==> src/rtl/axis_img_source_pkg.sv <==
// Shared definitions for the image stream source: FSM encoding and AXI-Stream sideband tie-offs.
package axis_img_source_pkg;

    typedef enum logic [1:0] {
        ST_IDLE  = 2'd0,
        ST_FETCH = 2'd1,
        ST_DRAIN = 2'd2
    } src_state_e;

    localparam logic AXIS_TID_TIE   = 1'b0;
    localparam logic AXIS_TDEST_TIE = 1'b0;
    localparam logic AXIS_USER_TIE  = 1'b0;

endpackage

==> src/rtl/axis_img_source_if.sv <==
// AXI-Stream bundle carrying one pixel per beat, row-major, tlast on the last pixel of each row.
interface axis_img_source_if #(
    parameter int AXIS_DATA_WIDTH = 32
);
    logic                           tvalid;
    logic                           tready;
    logic [AXIS_DATA_WIDTH-1:0]     tdata;
    logic [AXIS_DATA_WIDTH/8-1:0]   tkeep;
    logic [AXIS_DATA_WIDTH/8-1:0]   tstrb;
    logic                           tlast;
    logic                           tid;
    logic                           tdest;
    logic                           user;

    modport master (
        output tvalid, tdata, tkeep, tstrb, tlast, tid, tdest, user,
        input  tready
    );

    modport slave (
        input  tvalid, tdata, tkeep, tstrb, tlast, tid, tdest, user,
        output tready
    );
endinterface

==> src/rtl/axis_pref_fifo.sv <==
// Two-entry prefetch FIFO holding pixel data plus its end-of-row flag.
module axis_pref_fifo #(
    parameter int DATA_W = 32
) (
    input  logic              clk,
    input  logic              rst,
    input  logic              push,
    input  logic [DATA_W-1:0] push_data,
    input  logic              push_last,
    input  logic              pop,
    output logic [DATA_W-1:0] head_data,
    output logic              head_last,
    output logic              full,
    output logic              empty,
    output logic [1:0]        count
);
    logic [DATA_W-1:0] data_q [2];
    logic              last_q [2];
    logic              wr_ptr;
    logic              rd_ptr;
    logic [1:0]        count_q;
    logic              do_push;
    logic              do_pop;

    assign empty   = (count_q == 2'd0);
    assign full    = (count_q == 2'd2);
    assign count   = count_q;
    assign do_pop  = pop & ~empty;
    assign do_push = push & (~full | do_pop);

    assign head_data = data_q[rd_ptr];
    assign head_last = last_q[rd_ptr];

    always_ff @(posedge clk) begin
        if (rst) begin
            wr_ptr  <= 1'b0;
            rd_ptr  <= 1'b0;
            count_q <= 2'd0;
        end else begin
            if (do_push) wr_ptr <= ~wr_ptr;
            if (do_pop)  rd_ptr <= ~rd_ptr;
            count_q <= count_q + {1'b0, do_push} - {1'b0, do_pop};
        end
    end

    // Storage is not reset; occupancy alone decides what is visible.
    always_ff @(posedge clk) begin
        if (do_push) begin
            data_q[wr_ptr] <= push_data;
            last_q[wr_ptr] <= push_last;
        end
    end
endmodule

==> src/rtl/axis_img_source.sv <==
// Streams a frame from a 1-cycle-latency frame memory as AXI-Stream, one pixel per beat.
module axis_img_source
    import axis_img_source_pkg::*;
#(
    parameter int AXIS_DATA_WIDTH = 32,
    parameter int SRC_IMG_WIDTH   = 1920,
    parameter int SRC_IMG_HEIGHT  = 1080,
    parameter int MEM_ADDR_WIDTH  = $clog2(SRC_IMG_WIDTH*SRC_IMG_HEIGHT),
    parameter int CNT_WIDTH       = 32
) (
    input  logic                       clk,
    input  logic                       rst,
    input  logic                       start,
    output logic                       busy,
    output logic                       done,
    output logic [CNT_WIDTH-1:0]       beat_cnt,
    output logic                       mem_rd,
    output logic [MEM_ADDR_WIDTH-1:0]  mem_raddr,
    input  logic [AXIS_DATA_WIDTH-1:0] mem_rdata,
    axis_img_source_if.master          m_axis
);
    localparam int COL_W = (SRC_IMG_WIDTH  > 1) ? $clog2(SRC_IMG_WIDTH)  : 1;
    localparam int ROW_W = (SRC_IMG_HEIGHT > 1) ? $clog2(SRC_IMG_HEIGHT) : 1;
    localparam logic [COL_W-1:0] COL_LAST = COL_W'(SRC_IMG_WIDTH - 1);
    localparam logic [ROW_W-1:0] ROW_LAST = ROW_W'(SRC_IMG_HEIGHT - 1);

    src_state_e                 state;
    logic [MEM_ADDR_WIDTH-1:0]  addr;
    logic [COL_W-1:0]           col;
    logic [ROW_W-1:0]           row;
    logic                       rd_vld_p1;
    logic                       rd_last_p1;
    logic [AXIS_DATA_WIDTH-1:0] fifo_data;
    logic                       fifo_last;
    logic                       fifo_full;
    logic                       fifo_empty;
    logic [1:0]                 fifo_count;
    logic                       pop;
    logic                       last_hs;
    logic [2:0]                 occ_after;

    assign pop = ~fifo_empty & m_axis.tready;

    // Occupancy after this edge plus the read whose data is already on mem_rdata;
    // a new read is only issued if its data is guaranteed a FIFO slot.
    assign occ_after = {1'b0, fifo_count} + {2'b00, rd_vld_p1} - {2'b00, pop};
    assign mem_rd    = ~rst & (state == ST_FETCH) & (occ_after < 3'd2) & (~fifo_full | pop);
    assign mem_raddr = addr;

    assign last_hs = pop & (state == ST_DRAIN) & (fifo_count == 2'd1) & ~rd_vld_p1;

    // Read-return stage: data is on mem_rdata one cycle after mem_rd.
    always_ff @(posedge clk) begin
        if (rst) rd_vld_p1 <= 1'b0;
        else     rd_vld_p1 <= mem_rd;
    end

    always_ff @(posedge clk) begin
        rd_last_p1 <= (col == COL_LAST);
    end

    always_ff @(posedge clk) begin
        if (rst) begin
            state    <= ST_IDLE;
            busy     <= 1'b0;
            done     <= 1'b0;
            beat_cnt <= '0;
            addr     <= '0;
            col      <= '0;
            row      <= '0;
        end else begin
            done <= 1'b0;
            if (pop) beat_cnt <= beat_cnt + CNT_WIDTH'(1);
            case (state)
                ST_IDLE: begin
                    if (start) begin
                        state    <= ST_FETCH;
                        busy     <= 1'b1;
                        beat_cnt <= '0;
                        addr     <= '0;
                        col      <= '0;
                        row      <= '0;
                    end
                end
                ST_FETCH: begin
                    if (mem_rd) begin
                        if (col == COL_LAST && row == ROW_LAST) begin
                            state <= ST_DRAIN;
                        end else begin
                            addr <= addr + MEM_ADDR_WIDTH'(1);
                            if (col == COL_LAST) begin
                                col <= '0;
                                row <= row + ROW_W'(1);
                            end else begin
                                col <= col + COL_W'(1);
                            end
                        end
                    end
                end
                ST_DRAIN: begin
                    if (last_hs) begin
                        state <= ST_IDLE;
                        busy  <= 1'b0;
                        done  <= 1'b1;
                    end
                end
                default: state <= ST_IDLE;
            endcase
        end
    end

    axis_pref_fifo #(
        .DATA_W (AXIS_DATA_WIDTH)
    ) u_fifo (
        .clk       (clk),
        .rst       (rst),
        .push      (rd_vld_p1),
        .push_data (mem_rdata),
        .push_last (rd_last_p1),
        .pop       (pop),
        .head_data (fifo_data),
        .head_last (fifo_last),
        .full      (fifo_full),
        .empty     (fifo_empty),
        .count     (fifo_count)
    );

    assign m_axis.tvalid = ~fifo_empty;
    assign m_axis.tdata  = fifo_empty ? '0 : fifo_data;
    assign m_axis.tlast  = ~fifo_empty & fifo_last;
    assign m_axis.tkeep  = '1;
    assign m_axis.tstrb  = '1;
    assign m_axis.tid    = AXIS_TID_TIE;
    assign m_axis.tdest  = AXIS_TDEST_TIE;
    assign m_axis.user   = AXIS_USER_TIE;
endmodule

==> src/flat_wrapper.sv <==
// flat-port wrapper written by rule: the top's interface ports become plain ports
module axis_img_source_flat import axis_img_source_pkg::*;
#(
    parameter int AXIS_DATA_WIDTH = 32,
    parameter int SRC_IMG_WIDTH   = 1920,
    parameter int SRC_IMG_HEIGHT  = 1080,
    parameter int MEM_ADDR_WIDTH  = $clog2(SRC_IMG_WIDTH*SRC_IMG_HEIGHT),
    parameter int CNT_WIDTH       = 32
)
  (clk, rst, start, busy, done, beat_cnt, mem_rd, mem_raddr, mem_rdata, m_axis_tvalid, m_axis_tdata, m_axis_tkeep, m_axis_tstrb, m_axis_tlast, m_axis_tid, m_axis_tdest, m_axis_user, m_axis_tready);
  axis_img_source_if #(.AXIS_DATA_WIDTH(AXIS_DATA_WIDTH)) m_axis_i ();
  input  logic clk;
  input  logic rst;
  input  logic start;
  output logic busy;
  output logic done;
  output logic [CNT_WIDTH-1:0] beat_cnt;
  output logic mem_rd;
  output logic [MEM_ADDR_WIDTH-1:0] mem_raddr;
  input  logic [AXIS_DATA_WIDTH-1:0] mem_rdata;
  output wire logic [$bits(m_axis_i.tvalid)-1:0] m_axis_tvalid;
  output wire logic [$bits(m_axis_i.tdata)-1:0] m_axis_tdata;
  output wire logic [$bits(m_axis_i.tkeep)-1:0] m_axis_tkeep;
  output wire logic [$bits(m_axis_i.tstrb)-1:0] m_axis_tstrb;
  output wire logic [$bits(m_axis_i.tlast)-1:0] m_axis_tlast;
  output wire logic [$bits(m_axis_i.tid)-1:0] m_axis_tid;
  output wire logic [$bits(m_axis_i.tdest)-1:0] m_axis_tdest;
  output wire logic [$bits(m_axis_i.user)-1:0] m_axis_user;
  input wire logic [$bits(m_axis_i.tready)-1:0] m_axis_tready;
  assign m_axis_tvalid = m_axis_i.tvalid;
  assign m_axis_tdata = m_axis_i.tdata;
  assign m_axis_tkeep = m_axis_i.tkeep;
  assign m_axis_tstrb = m_axis_i.tstrb;
  assign m_axis_tlast = m_axis_i.tlast;
  assign m_axis_tid = m_axis_i.tid;
  assign m_axis_tdest = m_axis_i.tdest;
  assign m_axis_user = m_axis_i.user;
  assign m_axis_i.tready = m_axis_tready;
  axis_img_source #(.AXIS_DATA_WIDTH(AXIS_DATA_WIDTH), .SRC_IMG_WIDTH(SRC_IMG_WIDTH), .SRC_IMG_HEIGHT(SRC_IMG_HEIGHT), .MEM_ADDR_WIDTH(MEM_ADDR_WIDTH), .CNT_WIDTH(CNT_WIDTH)) u_core (.clk(clk), .rst(rst), .start(start), .busy(busy), .done(done), .beat_cnt(beat_cnt), .mem_rd(mem_rd), .mem_raddr(mem_raddr), .mem_rdata(mem_rdata), .m_axis(m_axis_i));
endmodule
==> config.mk <==
export PLATFORM = sky130hd
export DESIGN_NAME = axis_img_source_flat
export DESIGN_NICKNAME = d
export VERILOG_FILES = /design/src/rtl/axis_img_source_pkg.sv /design/src/rtl/axis_img_source_if.sv /design/src/rtl/axis_pref_fifo.sv /design/src/rtl/axis_img_source.sv /design/src/flat_wrapper.sv
export SDC_FILE = /design/constraint.sdc
export NUM_CORES = 1
export LEC_CHECK = 0
export ABC_AREA = 1
export BUFFER_PORTS_ARGS = -buffer_cell sky130_fd_sc_hd__buf_2
export CELL_PAD_IN_SITES_DETAIL_PLACEMENT = 0
export CELL_PAD_IN_SITES_GLOBAL_PLACEMENT = 2
export CORE_ASPECT_RATIO = 1.25
export CORE_UTILIZATION = 30
export DETAILED_ROUTE_END_ITERATION = 7
export PLACE_DENSITY = 0.77
export SLEW_MARGIN = 25
export SYNTH_ARGS = -nofsm -noshare
export SYNTH_HDL_FRONTEND = slang
export SYNTH_SLANG_ARGS = --single-unit
==> constraint.sdc <==
create_clock -name clk -period 3.3 [get_ports clk]
set_input_delay 0.66 -clock clk [delete_from_list [all_inputs] [get_ports clk]]
set_output_delay 0.66 -clock clk [all_outputs]
set_load 0.05 [all_outputs]
==> impl_results.md <==
- WL/cell: 13.9 µm
- TritonCTS Buffers: 17
- Final period util: 0.912
- Synth top area share: 0.271
- Ant. Diodes: 0
- Final nets: 1102
- Setup_tns: 0 ns
- Width of the die: approximately 140 µm
- Sw Pwr: 0.00252 W
- Setup crit start kind: flip-flop
- Gr ovfl total: 0
- DIE HEIGHT: 177 µm
- H-tree depth: 4
- Cts hold-fix bufs: 0
- CORE AREA: roughly 24000 µm²
- Design Area, Final: just under 9000 µm²
- Post-synth EDFFs: 66
- Clk root buf: clkbuf_16
- Pre-CTS setup slack: 0.294 ns
- Final design utilization: 0.374
- DP Area: between 8000 and 9000 µm²
- Critical R2R Capture: u_core.col[2]
- Fraction of layout instances using a drive strength above 1: 0.186
- Hold Crit Class: input port to flip-flop
- Pins Over Slew Limit: 0
- Detail Route Antenna Nets: 0
- Netlist Area Pre-Place: between 7000 and 8000 µm²
- Crit path kind: flip-flop to output pin
- DR iter-0 viols: ~270
- Fin crit period: 3.01 ns
- Combinational power share: 0.321
- Worst vdd ir: 0.000334 V
- DRC Markers: 0
- Pleak: 3.59 nW
- Area delta synth->final: 21.7%
- Initial antenna violation count: 0
- PD cells: between 700 and 800 nW/µm²
- Syn Area/Cell: ~7.9 µm²
- Post-CTS Setup Repair Bufs: 0
- Top FF cell, synth: dfxtp_1
- Final hold viol count: 0
- Cell taking the most area after synthesis: edfxtp_1
- Multi-input gate area: between 3000 and 4000 µm²
- FF+latch count, synth: 152
- Die area: 25000 µm²
- Internal power: 0.00377 W
- Post-synthesis sequential area ratio: 0.506
- Outcome: finished, final reports clean
- Reg clk slew, reported paths: 0.06 ns
- Gpl congestion: ~0.81
- FF/Latch Area: 3700 µm²
- Detailed Routing Iterations Pass 1: 5
- Max Cap Violations: 0
- Fillcell total: between 2000 and 3000
- Reg2reg setup slack: ~0.68 ns
- Sw frac: 0.400
- Crit path launch: u_core.u_fifo.count[0]
- Clk_lat worst skew: about 0.43 ns
- Total Routed Length: 19400 µm
- Max transition margin: 0.622
- Num rows: 63
- Worst EP required: between 2 and 3 ns
- Largest net degree at the start of global routing: 34
- Clk_skew: a little under 0.01 ns
- CTS tree: built
- DR vias/cell: between 4 and 5
- Mapped Cells: roughly 930
- R2R cell count: 13
- R2r startpoint: u_core.u_fifo.count[0]
- Netlist cell types: 43
- Global-route wire length before repair: roughly 32000 µm
- Critical Path End: mem_rd
- Final worst slack: 0.292 ns
- Final setup violation count: 0
- RSZ-0062 raised after global routing: false
- Max Freq: around 330 MHz
- Vias in the first global route: approximately 6300
- CP Capture Type: output pin
- Starting Density: 0.307
- Top Ports: about 140
- CTS max path bufs: 2
- Async SR Flop Fraction: 0
- Flop pwr share: 0.358
- Total clock sinks: 152
- Via Count: 6336
- Ys Warns: 0
- Global Route Usage Sum: 0.163
- Top cells by area, synth: edfxtp_1 (27%), dfxtp_1 (24%), nand2_1 (12%)
- Worst-path fanout max: 5
- Worst-margin pin slew: 0.563 ns
- Post-DP HPWL: 13600 µm
- CP arrival: roughly 2.4 ns
- Clock share of power: 0.321
- Port bufs: 125
- Post-CTS sizing: 0
stage by stage:
stage	std cells	power (W)	hold WS, ns
5_1_grt	1397	0.00666	0.400
2_1_floorplan	936	0.00381	0.404
4_1_cts	1397	0.00640	0.393
6_report	1397	0.00629	0.427
3_5_place_dp	1365	0.00434	0.426
3_3_place_gp	1365	0.00434	0.415
cell families (layout without fill, tap and decap cells):
logic type,count (synthesis),in the layout,synth area share
other,2,11,0.00103
and+or+nand+nor,491,491,0.284
DFF,152,152,0.506
adders and majority gates,7,7,0.0130
buffers and inverters,132,268,0.0776
xor gates and xnor gates,22,22,0.0263
AOI/OAI and AO/OA,121,121,0.0923
Yosys cell counts, types with 2 or more instances:
master    number
nor2_1       139
a21oi_1       71
o21a_1         3
nand3b_1       2
inv_1         90
xnor2_1        5
nor3_1        22
nand3_1       52
nand4_1       14
nor4_1         3
buf_2          4
nor3_2         2
o21bai_1       6
buf_6          3
nor2_4         3
buf_4         12
buf_1          4
o21ai_1        2
o31ai_2        3
clkbuf_1      14
dfxtp_1       86
edfxtp_1      66
nand2_2        3
inv_2          4
nor2_2         2
ha_1           6
o21ai_0       31
xor2_1        17
nand2_1      242
nand3_2        2
conb_1         2
per-layer routing:
metal	track usage	share of wire
met3	0.0281	0.036
met4	0.0529	0.010
met2	0.298	0.51
met1	0.192	0.44
met5	0	0
power by group through the flow:
stage / Combinational (W) / Clock (W) / Sequential, W
CTS: 0.00205 / 0.00209 / 0.00225
floorplan: 0.00147 / 0 / 0.00234
global placement: 0.00204 / 0 / 0.00229
detailed placement: 0.00205 / 0 / 0.00229
global route: 0.00222 / 0.00217 / 0.00227
finish: 0.00202 / 0.00202 / 0.00225
how the worst min path moves through the flow:
stage                            from                     endpoint  slack, ns  cells after the start
detailed placement  u_core.rd_last_p1      u_core.u_fifo.last_q[1]       0.43                      0
floorplan           u_core.rd_last_p1      u_core.u_fifo.last_q[0]       0.40                      0
global route            mem_rdata[26]  u_core.u_fifo.data_q[0][26]       0.40                      1
finish                  mem_rdata[29]  u_core.u_fifo.data_q[1][29]       0.43                      1
CTS                     mem_rdata[29]  u_core.u_fifo.data_q[1][29]       0.39                      1
global placement    u_core.rd_last_p1      u_core.u_fifo.last_q[0]       0.42                      0
flip-flops by register name, indices dropped and copies added, names as in the netlist, 2 cells and up, named ones only:
signal / cells
u_core.beat_cnt: 32
u_core.col: 11
u_core.mem_raddr: 21
u_core.row: 11
u_core.state: 2
u_core.u_fifo.count: 2
u_core.u_fifo.data_q: 64
u_core.u_fifo.last_q: 2
critical path, cell delays in order, from the launching register on:
cell and delay (ns):
dfxtp_1 0.42, nor2_2 0.08, nor2_4 0.10, nand2_1 0.06, inv_1 0.10, o21ai_0 0.11, fa_1 0.51, nand3_1 0.10
nor2_1 0.17, buf_2 0.29
layout make-up:
cell class              instances  area share
inverters                      95      0.0400
multi-input cells             652       0.347
flip-flops and latches        152       0.416
repair buffers                141      0.0837
well taps                     325      0.0456
clock buffers                  17      0.0477
clock inverters                15      0.0202
placed cells by master (no fill, tap or decap), drive strengths merged:
cell | netlist | layout
fa | 1 | 1
a22oi | 1 | 1
a31oi | 1 | 1
dfxtp | 86 | 86
clkinv | 1 | 3
o21bai | 6 | 6
nor3b | 2 | 2
ha | 6 | 6
conb | 2 | 11
nor3 | 24 | 24
nand3 | 54 | 54
bufinv | 0 | 2
nand2 | 246 | 246
nand3b | 2 | 2
o21ai | 34 | 34
clkbuf | 14 | 17
nand4 | 15 | 15
nor2 | 144 | 144
edfxtp | 66 | 66
o21a | 3 | 3
nor4 | 3 | 3
buf | 23 | 141
a221oi | 1 | 1
xor2 | 17 | 17
a21oi | 71 | 71
o31ai | 3 | 3
inv | 94 | 104
and2 | 1 | 1
clkinvlp | 0 | 1
o22ai | 1 | 1
xnor2 | 5 | 5
No activity file was read; power rests on OpenSTA's default activity.
